$ cat src/rtl/write_enable_seq.sv
// Write-enable sequencer: turns a destination select code into a one-cycle
// one-hot register write enable, a multi-cycle memory write strobe, or a
// sticky error flag for codes that map to nothing.
//
// Ports:
//   clk        rising-edge clock
//   rst_n      asynchronous active-low reset
//   req_valid  write request present
//   req_sel    destination code (0..NUM_DEST-1 register, all-ones memory)
//   req_ready  request can be accepted this cycle (state decode only)
//   we         registered one-hot register write enables
//   mem_write  registered memory write strobe, high for MEM_HOLD cycles
//   busy       memory write in progress (mirrors mem_write)
//   err        sticky invalid-code flag
//   err_clr    synchronous clear for err (a coincident new error wins)
module write_enable_seq #(
  parameter int unsigned SEL_W    = 3,
  parameter int unsigned NUM_DEST = 7,
  parameter int unsigned MEM_HOLD = 2
) (
  input  logic                clk,
  input  logic                rst_n,
  input  logic                req_valid,
  input  logic [SEL_W-1:0]    req_sel,
  output logic                req_ready,
  output logic [NUM_DEST-1:0] we,
  output logic                mem_write,
  output logic                busy,
  output logic                err,
  input  logic                err_clr
);

  localparam int unsigned CNT_W = 4;

  localparam logic [SEL_W-1:0] MEM_CODE = '1;
  localparam logic [SEL_W-1:0] DEST_LIM = SEL_W'(NUM_DEST);
  localparam logic [CNT_W-1:0] CNT_LOAD = CNT_W'(MEM_HOLD - 1);

  typedef enum logic [1:0] {
    IDLE   = 2'd0,
    REG_WR = 2'd1,
    MEM_WR = 2'd2
  } state_t;

  state_t              state,     state_d;
  logic [NUM_DEST-1:0] we_d;
  logic                mem_d;
  logic                err_d;
  logic [CNT_W-1:0]    cnt,       cnt_d;

  // Ready depends on the state register alone, so no combinational path
  // from the request inputs reaches it.
  assign req_ready = (state != MEM_WR);
  assign busy      = mem_write;

  // Next-state and next-output decode.
  always_comb begin
    state_d = state;
    we_d    = '0;
    mem_d   = 1'b0;
    cnt_d   = cnt;
    err_d   = err_clr ? 1'b0 : err;

    case (state)
      MEM_WR: begin
        // Counter holds the number of strobe cycles still to come.
        if (cnt == '0) begin
          state_d = IDLE;
        end else begin
          cnt_d = cnt - CNT_W'(1);
          mem_d = 1'b1;
        end
      end
      default: begin
        // IDLE and REG_WR are both ready, so req_valid alone means accept.
        state_d = IDLE;
        if (req_valid) begin
          if (req_sel < DEST_LIM) begin
            state_d = REG_WR;
            we_d    = NUM_DEST'(1) << req_sel;
          end else if (req_sel == MEM_CODE) begin
            state_d = MEM_WR;
            mem_d   = 1'b1;
            cnt_d   = CNT_LOAD;
          end else begin
            err_d = 1'b1;
          end
        end
      end
    endcase
  end

  // State and registered outputs.
  always_ff @(posedge clk or negedge rst_n) begin
    if (!rst_n) begin
      state     <= IDLE;
      we        <= '0;
      mem_write <= 1'b0;
      err       <= 1'b0;
      cnt       <= '0;
    end else begin
      state     <= state_d;
      we        <= we_d;
      mem_write <= mem_d;
      err       <= err_d;
      cnt       <= cnt_d;
    end
  end

endmodule

$ cat config.mk
export PLATFORM = sky130hd
export DESIGN_NAME = write_enable_seq
export DESIGN_NICKNAME = d
export VERILOG_FILES = /design/src/rtl/write_enable_seq.sv
export SDC_FILE = /design/constraint.sdc
export NUM_CORES = 1
export LEC_CHECK = 0
export BUFFER_PORTS_ARGS = -buffer_cell sky130_fd_sc_hd__buf_4
export CAP_MARGIN = 10
export CORE_UTILIZATION = 30
export CTS_CLUSTER_SIZE = 16
export DETAILED_ROUTE_END_ITERATION = 10
export SLEW_MARGIN = 15
export SYNTH_ARGS = -nofsm -noshare
export SYNTH_HDL_FRONTEND = slang
export SYNTH_SLANG_ARGS = --single-unit
export TNS_END_PERCENT = 50
$ cat constraint.sdc
create_clock -name clk -period 2.7 [get_ports clk]
set_input_delay 0.135 -clock clk [delete_from_list [all_inputs] [get_ports clk]]
set_output_delay 0.135 -clock clk [all_outputs]
set_load 0.05 [all_outputs]
=== Word-level counts from Yosys, hierarchy flattened ===
Index checks and enable logic that the tools add are counted.

* Flip-flop bits (word level): 15
* Input bits: 7
* Output and inout port bits: 11
* Logic and storage cells: 41

* Add/sub/neg operators: 1
* Magnitude comparators: 1
* Equality and inequality tests: 6
* Shifts and indexed selects: 1
* Multiplexer cells: 23
* Reduce and logical (&&, ||, !) cells: 4

{| class="wikitable"
|+ Operators by type and width
! cell !! number
|-
| 7-bit two-way mux || 3
|-
| 4-bit two-way mux || 5
|-
| 1-bit two-way mux || 10
|-
| 2-bit two-way mux || 5
|-
| 1-bit by 3-bit left shift with 7-bit output, first input constant || 1
|-
| 2-bit != test, second input constant || 3
|-
| 4-bit logical NOT || 1
|-
| 4-bit AND reduction || 1
|-
| 2-bit nonzero test || 2
|-
| 4-bit by 1-bit subtractor with 4-bit output, second input constant || 1
|-
| 3-bit equality test, second input constant || 1
|-
| 3-bit less-than comparator, second input constant || 1
|-
| 2-bit equality test, second input constant || 1
|-
| 2-bit by 1-bit != test with 1-bit output, second input constant || 1
|}

=== Logic depth before layout (Yosys ltp) ===
* Word-level depth: 5
* Mapped depth: 5
* Depth with buffers taken out: 5

=== Worst setup path after synthesis ===
No wires, ideal clock.

* Path type: register to register
* Start point: reg cnt[0]
* End point: reg cnt[2]
* Arrival: 1.139 ns
* Data required time: 2.580 ns
* Setup slack: 1.442 ns
* Stages on the path, launching flop included: 6
* Path buffers: 0
* Period minus slack after synthesis: 1.258 ns
* Cells stage by stage: dfrtp_1 -> inv_1 -> ha_1 -> a21oi_2 -> a211oi_1 -> a31o_1

* Word-level cells in the longest chain between the ends: 3
* Elaborated cells between the ends (all ways): 6
* Classes of those cells: add/sub: 1; eq/ne: 1; mux: 2; reduce/logical: 2

{| class="wikitable"
|+ RTL lines
! element !! line !! text
|-
| start: declaration || 49 || <nowiki>logic [CNT_W-1:0] cnt, cnt_d;</nowiki>
|-
| start signal: assignment || 106 || <nowiki>cnt <= cnt_d;</nowiki>
|-
| 4-bit by 1-bit subtractor with 4-bit output / 4-bit logical NOT (equally long branches) || 70, 67 ||
|-
| 4-bit two-way mux / 2-bit != test (equally long branches) || - ||
|-
| 4-bit two-way mux / 4-bit AND reduction (equally long branches) || - ||
|}

Several ways; a longest one is shown, not always the timed one. The select of a mux whose other input is x is not followed.
A chain may end at the register's enable or synchronous reset.

=== Worst setup path in the final report ===
Ends and elaborated chain as after synthesis.

==> results.txt <==
The post-cts resize count is 0. The post-synthesis instance area is around 650 um2. The number of global-route vias before repair was 425. The sum of routed wire length over all layers is between 1 and 1.5 mm. The final-stage net count came out at 85.

The flow ran to the end, and the final reports show no timing, DRC or antenna violations. The total area inside the core boundary comes to 2000 um2. Power spread over the standard cell area amounts to 679 nW/um2. The global-route usage over all layers is 0.102.

CTS placed an instance of clkbuf_4 at the clock tree root. The worst setup path is launched from a register. Once detail routing completed, the nets flagged for antenna violations numbered 0.

The number of antenna violations at the first check in global routing came to 0. By area, the combinational part of the netlist is dominated by simple AND/OR/NAND/NOR gates. The overflow left after global routing came out at 0. The post-synthesis average cell area is 12.0 um2.

Summed over all instances, the cell type with the most area after synthesis is dfrtp_1. Setup repair after global routing left no endpoint under its margin. Measured on the finished design, the core utilization comes to 0.419. The fraction of the mapped netlist area in simple logic gates is 0.255. The post-synthesis sequential area ratio came out at 0.579.

Dividing the detail-routed wire length by the instance count gives around 10 um. The nature of the critical path endpoint is a register. The max-slew violation count is 0. The signed area change from the synthesized netlist to the final layout is 29.3%.

The chip width came out at 48.5 um. The starting density of the core came out at 0.324. The wire length of the first global-routing pass is 1.79 mm. In this run the worst hold path is classified as in -> reg. The number of DRC markers in iteration 0 came out at 5.

The number of inserted diodes came out at 0. The most used flip-flop cell after synthesis is dfrtp_1. The number of setup violations in the final report is 0.

The buffer levels on the longest clock path came out at 2. The via count normalized by instance count is 4.31. The number of enable-type register cells in the synthesized netlist came out at 0. The share of synthesized area in the top cell type comes to 0.579.

Of the post-synthesis cell area, the part taken by muxes is 0.0154. The clock skew after layout came out at 3.92 ps. The worst vdd rail ir drop came out at between 0.2 and 0.25 mV.

The count of cell types in the netlist came out at 26. Of the total synthesized cell area, the portion taken by full adders, half adders and majority gates is 0.0386. Of the available clock period, the critical path in the final layout requires 0.513. The relative slew slack came out at 0.819. TritonCTS built the clock tree. The number of H-tree branching levels came out at 1. The xor and xnor area share after synthesis came out at 0. The number of design rule violations left after detail routing came out at 0.

The final RePlAce weighted congestion is 0.716. The flip-flop and latch count after synthesis is 15. The clock-pin slew of the registers on the worst-case setup and hold paths is around 90 ps. The measured slew at the worst slew-check pin is 272 ps.

For this run, the top clock speed supported by timing is approximately 720 MHz. The count of buffers inserted at the top-level ports is 17. The leakage power figure came out at 0.415 nW. Entering global routing, the biggest net connects 16 pins. After floorplanning, the core was divided into 16 placement rows. Of all nets on the critical path, the largest fanout is 7. The startpoint-to-endpoint class of the critical path is reg -> reg.

The vias after detailed routing came out at between 400 and 500. The library cells used most frequently in the layout, excluding fill and tap cells, are buf_4 (17), dfrtp_1 (15), nor2_1 (8). The number of clock buffers added by TritonCTS is 3. The setup total negative slack is 0 ps. The clock reaches the later pin of the worst-skew pair after 280 ps. The max-capacitance violation count came out at 0. Synthesis produced a netlist with a net count of 63. The library cell used most frequently in the layout, excluding fill and tap cells, is buf_4. The first detailed-routing pass ran for 2 iterations. Of the cells placed in the final design, the portion with a size suffix greater than 1 is 0.387.

Data on the critical path is required at its endpoint by 2880 ps. The count of clock tree sinks is 15. The async set or reset register ratio after synthesis came out at 1.00. During I/O placement, the number of pins put on the boundary was 18. The number of buffers inserted by post-CTS setup repair is 0. The share of the synthesized area in compound gates (AO/OA/AOI/OAI) is 0.0598. The signal arrival time at the worst endpoint is about 1600 ps.

The time the worst path needs with I/O delays and setup is 1380 ps. The HPWL reported at the end of detailed placement came out at 785 um. Sorting the synthesized cells by area gives the leading types as dfrtp_1 (58%), nor2_1 (4.6%), ha_1 (3.9%).

The die extent in y is 48.5 um. The final hold violation count came out at 0. The floorplan die area is 2350 um2. The post-synthesis cell count is between 50 and 60. The number of warnings printed during yosys synthesis came out at 0.
==> area by class of cell <==
class	instances	area (um2)
Tap cell	27	33.8
Inverter	4	15.0
Sequential cell	15	375
Clock inverter	1	5.00
Multi-Input combinational cell	33	239
Fill cell	199	1160
Timing Repair Buffer	19	148
Clock buffer	3	22.5
==> report_power, final <==
part,switching [mW],total (mW),internal (mW)
combinational,0.0930,0.158,0.0647
sequential,0.0265,0.285,0.258
clock,0.0720,0.127,0.0550
total,0.191,0.569,0.378
==> critical path: stages, from the launching register on <==
cell and delay [ps]:
dfrtp_1 410, inv_1 80, ha_1 220, a21oi_2 270, a211oi_1 120, a31o_1 190
==> repair_timing <==
item                       CTS  global route
hold buffers                 2             0
setup endpoints to repair    0             0
hold endpoints to repair    16             0
==> path summary, 6_finish.rpt <==
path | to | slack, ps | depth (start not counted) | start
min in group asynchronous | we[6] | 240 | 2 | rst_n
max | cnt[2] | 1320 | 5 | cnt[0]
min | we[4] | 50 | 2 | req_sel[1]
max reg2reg | cnt[2] | 1320 | 5 | cnt[0]
max in group asynchronous | state[1] | 2290 | 2 | rst_n
min reg2reg | err | 510 | 1 | err
==> synth_stat cells, types with 2 or more instances <==
master    instances
dfrtp_1          15
ha_1              2
inv_1             4
nand2b_1          2
nor2_1            8
nor3_1            3
==> metal layers <==
| metal | routed length [um] | GRT usage |
|---|---|---|
| met5 | 0 | 0 |
| met2 | 529 | 0.157 |
| met3 | 26 | 0.00943 |
| met1 | 457 | 0.127 |
| met4 | 7 | 0.0882 |
==> through the flow <==
step / std cells / setup WS (ps) / hold slack [ps] / area [um2] / power, mW
floorplan: 54 / 1440 / -161 / 648 / 0.408
global placement: 96 / 1390 / -3.18 / 791 / 0.445
detailed placement: 96 / 1310 / -4.13 / 791 / 0.449
global route: 102 / 1140 / 47.4 / 838 / 0.605
CTS: 102 / 1300 / 37.6 / 838 / 0.578
finish: 102 / 1320 / 48.6 / 838 / 0.569
==> flip-flops by register name, indices dropped and copies added, names as in the netlist <==
name   count
state      2
we         7
cnt        4
busy       1
err        1
==> cells by family after synthesis <==
family          after synthesis
flops                        15
compound gates                5
mux                           1
fa+ha+maj                     2
buf+inv                       6
simple gates                 25
Note: power is estimated with default switching activity, not from simulation.
